$ cat config.mk
export PLATFORM = sky130hd
export DESIGN_NAME = rect_fill
export DESIGN_NICKNAME = d
export VERILOG_FILES = /design/src/rtl/rect_fill_pkg.sv /design/src/rtl/rect_fill_pattern.sv /design/src/rtl/rect_fill.sv
export SDC_FILE = /design/constraint.sdc
export NUM_CORES = 1
export LEC_CHECK = 0
export CAP_MARGIN = 25
export CORE_MARGIN = 2
export CORE_UTILIZATION = 40
export DETAILED_ROUTE_END_ITERATION = 8
export SLEW_MARGIN = 20
export SYNTH_ARGS = -nofsm -noshare
export SYNTH_HDL_FRONTEND = slang
export SYNTH_SLANG_ARGS = --single-unit
$ cat constraint.sdc
create_clock -name clk -period 6.7 [get_ports clk]
set_input_delay 1.34 -clock clk [delete_from_list [all_inputs] [get_ports clk]]
set_output_delay 1.34 -clock clk [all_outputs]
set_load 0.05 [all_outputs]
$ cat src/rtl/rect_fill_pkg.sv
// Shared types and default screen geometry for the rectangle filler.
package rect_fill_pkg;

  typedef enum logic [1:0] {IDLE, CLIP, SCAN, DONE} state_t;
  typedef enum logic [1:0] {M_SOLID, M_CHECKER, M_GRADIENT, M_RSVD} mode_t;

  localparam int DEF_SCREEN_W = 160;
  localparam int DEF_SCREEN_H = 120;

endpackage

$ cat src/rtl/rect_fill_pattern.sv
// Per-pixel colour generator; only the low coordinate bits affect the pattern.
module rect_fill_pattern
  import rect_fill_pkg::*;
#(
  parameter int CW = 3
) (
  input  mode_t         mode,
  input  logic [CW-1:0] colour,
  input  logic [CW-1:0] x_lsb,
  input  logic          y_lsb,
  output logic [CW-1:0] pix
);

  always_comb begin
    pix = colour;
    case (mode)
      M_CHECKER:  pix = (x_lsb[0] ^ y_lsb) ? ~colour : colour;
      M_GRADIENT: pix = colour + x_lsb;
      default:    pix = colour;
    endcase
  end

endmodule

$ cat src/rtl/rect_fill.sv
// Clipped rectangle plotter: one pixel per clock, column-major, start/done handshake.
module rect_fill
  import rect_fill_pkg::*;
#(
  parameter int SCREEN_W = DEF_SCREEN_W,
  parameter int SCREEN_H = DEF_SCREEN_H,
  parameter int XW       = 8,
  parameter int YW       = 7,
  parameter int CW       = 3
) (
  input  logic          clk,
  input  logic          rst_n,
  input  logic          start,
  input  logic [XW-1:0] x0,
  input  logic [XW-1:0] x1,
  input  logic [YW-1:0] y0,
  input  logic [YW-1:0] y1,
  input  logic [CW-1:0] colour,
  input  logic [1:0]    mode,
  output logic          busy,
  output logic          done,
  output logic [XW-1:0] vga_x,
  output logic [YW-1:0] vga_y,
  output logic [CW-1:0] vga_colour,
  output logic          vga_plot
);

  typedef struct packed {
    logic [XW-1:0] x0;
    logic [XW-1:0] x1;
    logic [YW-1:0] y0;
    logic [YW-1:0] y1;
    logic [CW-1:0] colour;
    mode_t         mode;
  } req_t;

  state_t        state;
  req_t          req;
  logic [XW-1:0] xh_r;
  logic [YW-1:0] yl_r, yh_r;

  logic [XW-1:0] xmin, xmax, xh_c, nx;
  logic [YW-1:0] ymin, ymax, yh_c, ny;
  logic          empty, col_end, last;
  logic [CW-1:0] pix;

  // Clip bounds; compares are one bit wider so a screen edge at 2**XW never wraps.
  always_comb begin
    xmin  = (req.x0 < req.x1) ? req.x0 : req.x1;
    xmax  = (req.x0 < req.x1) ? req.x1 : req.x0;
    ymin  = (req.y0 < req.y1) ? req.y0 : req.y1;
    ymax  = (req.y0 < req.y1) ? req.y1 : req.y0;
    xh_c  = ({1'b0, xmax} > (XW+1)'(SCREEN_W-1)) ? XW'(SCREEN_W-1) : xmax;
    yh_c  = ({1'b0, ymax} > (YW+1)'(SCREEN_H-1)) ? YW'(SCREEN_H-1) : ymax;
    empty = ({1'b0, xmin} >= (XW+1)'(SCREEN_W)) || ({1'b0, ymin} >= (YW+1)'(SCREEN_H));
  end

  assign col_end = (vga_y == yh_r);
  assign last    = col_end && (vga_x == xh_r);

  // Next pixel: the first corner while clipping, otherwise step y then x.
  always_comb begin
    nx = vga_x;
    ny = vga_y;
    if (state == CLIP) begin
      nx = xmin;
      ny = ymin;
    end else if (col_end) begin
      nx = vga_x + XW'(1);
      ny = yl_r;
    end else begin
      ny = vga_y + YW'(1);
    end
  end

  rect_fill_pattern #(.CW(CW)) u_pattern (
    .mode   (req.mode),
    .colour (req.colour),
    .x_lsb  (nx[CW-1:0]),
    .y_lsb  (ny[0]),
    .pix    (pix)
  );

  always_ff @(posedge clk or negedge rst_n) begin
    if (!rst_n) begin
      state      <= IDLE;
      req        <= '0;
      xh_r       <= '0;
      yl_r       <= '0;
      yh_r       <= '0;
      busy       <= 1'b0;
      done       <= 1'b0;
      vga_x      <= '0;
      vga_y      <= '0;
      vga_colour <= '0;
      vga_plot   <= 1'b0;
    end else begin
      case (state)
        IDLE: begin
          done     <= 1'b0;
          vga_plot <= 1'b0;
          if (start) begin
            req   <= {x0, x1, y0, y1, colour, mode_t'(mode)};
            busy  <= 1'b1;
            state <= CLIP;
          end
        end
        CLIP: begin
          if (!start) begin
            busy  <= 1'b0;
            state <= IDLE;
          end else if (empty) begin
            busy  <= 1'b0;
            done  <= 1'b1;
            state <= DONE;
          end else begin
            xh_r       <= xh_c;
            yl_r       <= ymin;
            yh_r       <= yh_c;
            vga_x      <= nx;
            vga_y      <= ny;
            vga_colour <= pix;
            vga_plot   <= 1'b1;
            state      <= SCAN;
          end
        end
        SCAN: begin
          if (!start) begin
            busy     <= 1'b0;
            vga_plot <= 1'b0;
            state    <= IDLE;
          end else if (last) begin
            busy     <= 1'b0;
            vga_plot <= 1'b0;
            done     <= 1'b1;
            state    <= DONE;
          end else begin
            vga_x      <= nx;
            vga_y      <= ny;
            vga_colour <= pix;
          end
        end
        default: begin
          if (!start) begin
            done  <= 1'b0;
            state <= IDLE;
          end
        end
      endcase
    end
  end

endmodule

# Yosys cells after proc, flatten, opt, wreduce, memory -nomap -nowiden
# Cells that the tools add are included.
# word_totals
reg_bits	80
inputBits	38
out_inout_bits	21
wordCells	105
# op_classes
addsub	3
n_lt_le_gt_ge	6
n_eq_ne	16
muxes	49
n_bitwise	3
n_reduce_logical	12
# ops
cell	count
8-bit 2-to-1 mux	9
7-bit 2-to-1 mux	9
8-bit case mux with 2 select lines	1
3-bit 2-to-1 mux	5
2-bit inequality test (second input constant)	7
7-bit case mux with 2 select lines	1
1-bit 2-to-1 mux	13
3-bit case mux with 2 select lines	2
2-bit 2-to-1 mux	5
5-bit AND reduction	2
1-bit case mux with 3 select lines	3
8-bit by 1-bit adder with 8-bit output (second input constant)	1
8-bit equality test	1
8-bit >= comparator (second input constant)	1
8-bit > comparator (second input constant)	1
8-bit less-than comparator	1
4-bit AND reduction	2
7-bit by 1-bit adder with 7-bit output (second input constant)	1
7-bit equality test	1
7-bit >= comparator (second input constant)	1
7-bit > comparator (second input constant)	1
7-bit less-than comparator	1
3-bit inequality test (second input constant)	2
2-bit case mux with 3 select lines	1
other kinds (14)	17

# Depth between registers and ports, before layout
# Gate-level depths: netlist (run 1).
# depth
word_depth	9
depth_mapped	16
ltp_nobuf	15

# Modules after synthesis
# A second synthesis (run 1) with hierarchy kept.
# hier_totals
hier_cells	469
hier_area_um2	4858.4
# modules_own_cells
module	n_inst	cells_each	area_each_um2	seq_area_each_um2
rect_fill	1	442	4648.2	2001.9
rect_fill_pattern	1	27	210.2	0.0

# Least setup slack after synthesis (run 1)
# No wires, ideal clock.
# synth_path
kind	reg2reg
from	register vga_y[0]
to	register vga_colour[2]
setup_time_ns	0.142
arrival_ns	2.795
t_required_ns	6.558
slack_ns	3.763
stages_incl_launch_ff	13
n_path_buf	0
synth_period_minus_slack_ns	2.937
path_cell_list	dfrtp_1 > xnor2_1 > and4_1 > nand2_1 > xor2_1 > mux2i_4 > ha_1 > inv_1 > fa_1 > nand2_1 > mux2i_1 > o311ai_0 > nand4_1
# synth_between
elab_chain_cells	9
word_cells_on_any_way	18
classes_between	add/sub (2); eq/ne (2); mux (11); bitwise (1); reduce/logical (2)
# synth_lines
item	line	rtl
start: declaration	rect_fill.sv:23	output logic [YW-1:0] vga_y,
start signal: assignment	rect_fill.sv:121	vga_y <= ny;
start signal: assignment	rect_fill.sv:139	vga_y <= ny;
7-bit equality test (*)	rect_fill.sv:58	assign col_end = (vga_y == yh_r);
8-bit 2-to-1 mux (*)	rect_fill.sv:68	end else if (col_end) begin
8-bit 2-to-1 mux (*)	rect_fill.sv:65	if (state == CLIP) begin
named net nx[0]	rect_fill.sv:42	logic [XW-1:0] xmin, xmax, xh_c, nx;
branches (longest 2 deep; another with 3-bit adder)	--	
3-bit case mux with 2 select lines (*)	rect_fill_pattern.sv:16	case (mode)
3-bit 2-to-1 mux (on tied branches)	rect_fill.sv:132, rect_fill.sv:112	
3-bit 2-to-1 mux (on tied branches)	rect_fill.sv:128, rect_fill.sv:109	
3-bit case mux with 2 select lines (*)	rect_fill.sv:98	case (state)
end signal: assignment	rect_fill.sv:122	vga_colour <= pix;
end signal: assignment	rect_fill.sv:140	vga_colour <= pix;
end: declaration	rect_fill.sv:24	output logic [CW-1:0] vga_colour,
# Mark *: on every way through the listed nets, which the timed path passes. The select of a mux whose other input is x is not followed.
# A chain may end at the register's enable or synchronous reset.

# Worst setup path after layout (run 1)
# layout_path
from	register req[7] in the netlist's numbering
to	register xh_r[7]
# layout_between
elab_chain_cells	6
# layout_lines
item	line	rtl
start: declaration	rect_fill.sv:38	req_t req;
start signal: assignment	rect_fill.sv:103	req <= {x0, x1, y0, y1, colour, mode_t'(mode)};
7-bit less-than comparator	rect_fill.sv:51	ymin = (req.y0 < req.y1) ? req.y0 : req.y1;
7-bit 2-to-1 mux (*)	rect_fill.sv:51	
7-bit >= comparator (*)	rect_fill.sv:55	empty = ({1'b0, xmin} >= (XW+1)'(SCREEN_W)) || ({1'b0, ymin} >= (YW+1)'(SCREEN_H));
1-bit logical OR (*)	rect_fill.sv:55	
1-bit inverter (no source line) (*)	--	
3-bit AND reduction (no source line) (*)	--	
end signal: assignment	rect_fill.sv:117	xh_r <= xh_c;
end: declaration	rect_fill.sv:39	logic [XW-1:0] xh_r;
# Mark *: on every way between the ends. The rest lies on a longest branch, timed or not.

==> flow_summary.ini, run 1 <==
[outcome]
outcome = complete, but fails checks
failed_checks = DRC

[cts]
htreeDepth = 3
worstSkewPairLatency_ps = 340
cts_root_buf = clkbuf_16
clk_pin_slew_ps = 60
post_cts_resize_count = 0
clock_sinks = 80
cts_tree = done
cts_setup_buffers = 0
cts.path.max_buffers = 2
cts-buffers-inserted = 9
cts_hold_buf = 0

[critical_path]
slowest_delay_ps = 830
slowest_stage = a21oi_2
startpoint_type = flop
path_cells = inv_1 > ha_1 > a21oi_1 > o21ai_0 > a21oi_2 > mux2_2 > o311a_1 > nand3_2 > mux2_2
critical_path_class = flop to flop
crit_top_cell = mux2_2
end_kind = flop
crit_family = compound AO/OA/AOI/OAI gates
crit_required_ps = 6920
path_max_fanout = 44
critPathArrivalTime_ps = 4320
cp_num_buf_inv = 1

[routing]
num_vias = 3692
drt-initial-drc-count = 228
drc = 4
viasPerCell = 5.358
antenna_left = 0
first_pass_iters = 6
routedWlPerCell_um = 15.58
routed_wl_um = 10730

[finish]
regArea_um2 = 2002
layout_commonest_cell = dfrtp_1
syn_to_final_growth_pct = 19.88
multi_input_area_um2 = 2557
fillers = 1081
antenna_cells = 0
layout-drive-gt1-share_pct = 13.00
layout_common_cells = 80 x dfrtp_1, 57 x clkdlybuf4s50_1, 48 x nand2_1
nets = 602

[synth]
synth_nets = 556
synth_cell_type_count = 49
netlist_area_um2 = 4776
yosysWarnings = 0
synth-edff-count = 0
synthArstFlopShare_pct = 100.0
synth_area_per_cell_um2 = 9.648
yosys.area.top_type = dfrtp_1
ys_seq_elements = 80
synth_top_cells_by_area = dfrtp_1 42%, mux2_2 11%, ha_1 5.8%, a21oi_1 4.5%, mux2i_1 3.8%
yosysSeqAreaShare_pct = 41.92
synth_top_area_share_pct = 41.92
ys.flop_type = dfrtp_1
synthCells = 495

[global_route]
antenna_found_initial = 0
grt_pass1_vias = 3564
grt_overflow = 0
grt.total_usage_pct = 17.84
grt_start_max_net_pins = 81
grt_pass1_wl_um = 18450

[floorplanning]
die_w_um = 113.3
num_rows = 39
coreArea_um2 = 11520
die_area_um2 = 12830
die_y_um = 113.3
initial_core_util_pct = 41.47
ios = 59

[timing]
drv_slew = 0
fmax_mhz = 244.0
period_needed_ps = 4098
finClkSkew_ps = 8.071
relSlewSlack_pct = 31.34
rsz0062_at_grt = false
timing_worst_slew_pin_value_ps = 1030
finalSetupViolCount = 0
hold_viol_final = 0
fin_tns_setup_ps = 0
period_share_pct = 61.17

[placed_design]
gp_congestion = 0.8521
port_buffers = 58
dp_hpwl_um = 7633

[run]
cap_violations = 0

[min_path]
min_path_type = flop to flop
==> synth_stat cells (5+ instances only) <==
cell type	count
a21o_1	8
inv_1	30
dfrtp_1	80
a21oi_1	43
nor3_1	5
nor2_1	31
mux2i_1	18
clkbuf_1	17
nand4_1	7
nand2_1	48
nor4_1	5
ha_1	22
xor2_1	11
o211ai_1	5
o21ai_0	35
xnor2_1	11
nand3_1	15
mux2_2	45
buf_2	5
==> worst min-delay path: stages, from the launching register on <==
cell,delay [ps]
dfrtp_1,340
nand2_1,50
o21ai_0,60
==> per-layer routing <==
layer	vias to the layer above	track usage [%]	share of wire, %
met3	9	2.678	3.8
met5	-	0	0
met4	0	6.667	1.5
met2	82	26.83	44
met1	1759	26.04	50
li1	1842	-	-
==> cell type report <==
cell class	count	area share, %
Sequential cell	80	34.97
Clock inverter	5	0.5900
Clock buffer	11	4.065
Timing Repair Buffer	61	10.62
Tap cell	143	3.125
Multi-Input combinational cell	359	44.67
Inverter	30	1.967
==> path summary, 6_finish.rpt <==
path | endpoint | slack (ps) | startpoint | cells past startpoint
setup / recovery | xh_r[7] | 2600 | req[7] | 9
hold / removal | yl_r[2] | 490 | yl_r[2] | 2
setup reg to reg | xh_r[7] | 2600 | req[7] | 9
hold reg to reg | yl_r[2] | 490 | yl_r[2] | 2
max in group asynchronous | req[0] | 5130 | rst_n | 1
min in group asynchronous | vga_y[6] | 1060 | rst_n | 1
==> state kept, by name, summed over array words and instances (netlist names) <==
register / count
req: 35
vga_x: 8
xh_r: 8
vga_y: 7
yh_r: 7
yl_r: 7
vga_colour: 3
state: 2
busy: 1
done: 1
vga_plot: 1
==> cells by family (layout without fill, tap and decap cells) <==
family	count (synthesis)	count (layout)	share of synthesized area (%)
flops	80	80	41.92
fa+ha+maj	23	23	6.183
xor+xnor	22	22	4.034
simple gates	130	130	12.65
compound gates	119	119	15.51
buf+inv	56	107	4.611
mux	65	65	15.09
==> through the flow <==
stage          util (%)  setup WS, ps  instance area [um2]  instances  hold WS (ps)
4_1_cts           49.52          2590                 5703        687         486.9
5_1_grt           49.72          2274                 5725        689         511.0
6_report          49.72          2602                 5725        689         488.5
2_1_floorplan         -          3763                 4776        495         446.0
3_5_place_dp      47.21          2614                 5436        671         472.7
3_3_place_gp      47.21          2760                 5436        671         459.6
Power of run 1 is not shown: default switching activity piles up to over one toggle a cycle in this logic, so the estimate is an artifact.
==> inputs of run 2 (changes only) <==
Clock period 6.7 ns to 4.12 ns, I/O delays scaled along.
==> run 2 against run 1 <==
  * The run still ends with DRC left
  * Register-to-register slack got worse by 1800 ps
  * Sequential cell count stayed put
  * First-iteration DRC count shrank 11%
  * Clock skew up 1.1 ps
  * Wire length decreased by 0.39%
  * Via count grew 1.1%
  * Die area stayed put
  * Final cell count rose by 1.0%
  * Critical path type unchanged
  * Critical endpoint is now vga_colour[1]
  * Highest routed layer unchanged
==> flow_summary.ini, run 2 (synthesis results as in run 1) <==
[floorplanning]
coreArea_um2 = 11520
die_y_um = 113.3
num_rows = 39
ios = 59
initial_core_util_pct = 41.47
die_area_um2 = 12830
die_w_um = 113.3

[cts]
post_cts_resize_count = 0
cts_tree = done
clk_pin_slew_ps = 70
cts_root_buf = clkbuf_16
cts_setup_buffers = 0
worstSkewPairLatency_ps = 350
cts-buffers-inserted = 9
cts.path.max_buffers = 2
clock_sinks = 80
htreeDepth = 3
cts_hold_buf = 0

[finish]
largest-register = req
layout-drive-gt1-share_pct = 14.29
reg.largest.list = req (35), vga_x (8), xh_r (8)
utilization_pct = 50.74
layout_commonest_cell = dfrtp_1
syn_to_final_growth_pct = 22.35
largest_register_ffs = 35
antenna_cells = 0
layout_common_cells = 80 x dfrtp_1, 57 x clkdlybuf4s50_1, 48 x nand2_1
nets = 609

[routing]
first_pass_iters = 6
routed_wl_um = 10690
drt-initial-drc-count = 203
drc = 4
routedWlPerCell_um = 15.36
viasPerCell = 5.364
num_vias = 3733
antenna_left = 0

[global_route]
grt_overflow = 0
grt.busiest_layer = met2
grt_start_max_net_pins = 51
grt_pass1_wl_um = 17990
grt_pass1_vias = 3537
grt.total_usage_pct = 17.58
use_met1_pct = 24.35
antenna_found_initial = 0
use_met3_pct = 2.571
grt_util_met2_pct = 27.58

[timing]
fmax_mhz = 299.7
setup_slack_ps = 783.3
period_share_pct = 80.99
hold_viol_final = 0
relSlewSlack_pct = 52.94
finalSetupViolCount = 0
timing_worst_slew_pin_value_ps = 706.0
drv_slew = 0
fin_tns_setup_ps = 0
period_needed_ps = 3337
finClkSkew_ps = 9.193
rsz0062_at_grt = false

[outcome]
failed_checks = DRC
outcome = complete, but fails checks

[placed_design]
dp_hpwl_um = 7811
gp_congestion = 0.8646
pre_cts_ws_ps = 829.1
port_buffers = 58

[run]
cap_violations = 0

[critical_path]
path_max_fanout = 13
critical_path_class = flop to flop
crit_required_ps = 4380
end_kind = flop
startpoint_type = flop
critPathArrivalTime_ps = 3600

[min_path]
min_path_type = input port to async pin
-- run 2: final cells by class --
class	count	area (um2)
Fill cell	1080	5673
Multi-Input combinational cell	359	2557
Sequential cell	80	2002
Timing Repair Buffer	68	670.6
Clock buffer	10	229.0
Tap cell	143	178.9
Inverter	30	112.6
Clock inverter	6	92.59
-- run 2: metal layers --
metal	vias up	share of wire (%)
met4	0	2.2
li1	1863	-
met2	76	45
met5	-	0
met1	1780	49
met3	14	3.6
-- run 2: worst paths after layout --
kind                          from       endpoint  slack [ps]  depth (start not counted)
min in group clk           yl_r[1]        yl_r[1]         490                          2
max reg2reg                req[25]  vga_colour[1]         780                         15
min reg2reg                yl_r[1]        yl_r[1]         490                          2
min                          rst_n        yl_r[5]         430                          1
max in group asynchronous    rst_n        req[23]        3100                          2
max                        req[25]  vga_colour[1]         780                         15
-- run 2: worst max-delay path: stages (launching register included) --
cell and delay [ps]:
dfrtp_1 380, inv_1 90, ha_1 320, nand4_1 160
o31ai_4 250, buf_4 220, mux2i_1 380, mux2i_4 170
ha_1 210, inv_1 60, fa_1 400, nor2b_1 160
nor3_1 60, a21oi_1 130, mux2i_1 100, a21oi_1 150
-- run 2: per-stage QoR --
step / cell area (um2) / std cells / hold slack (ps)
after floorplan: 4776 / 495 / 446.0
after CTS: 5838 / 695 / 438.8
final: 5843 / 696 / 428.0
after global routing: 5843 / 696 / 462.6
after detailed placement: 5517 / 679 / 471.8
after global placement: 5489 / 678 / 462.7
Power of run 2 is left out for the same reason.
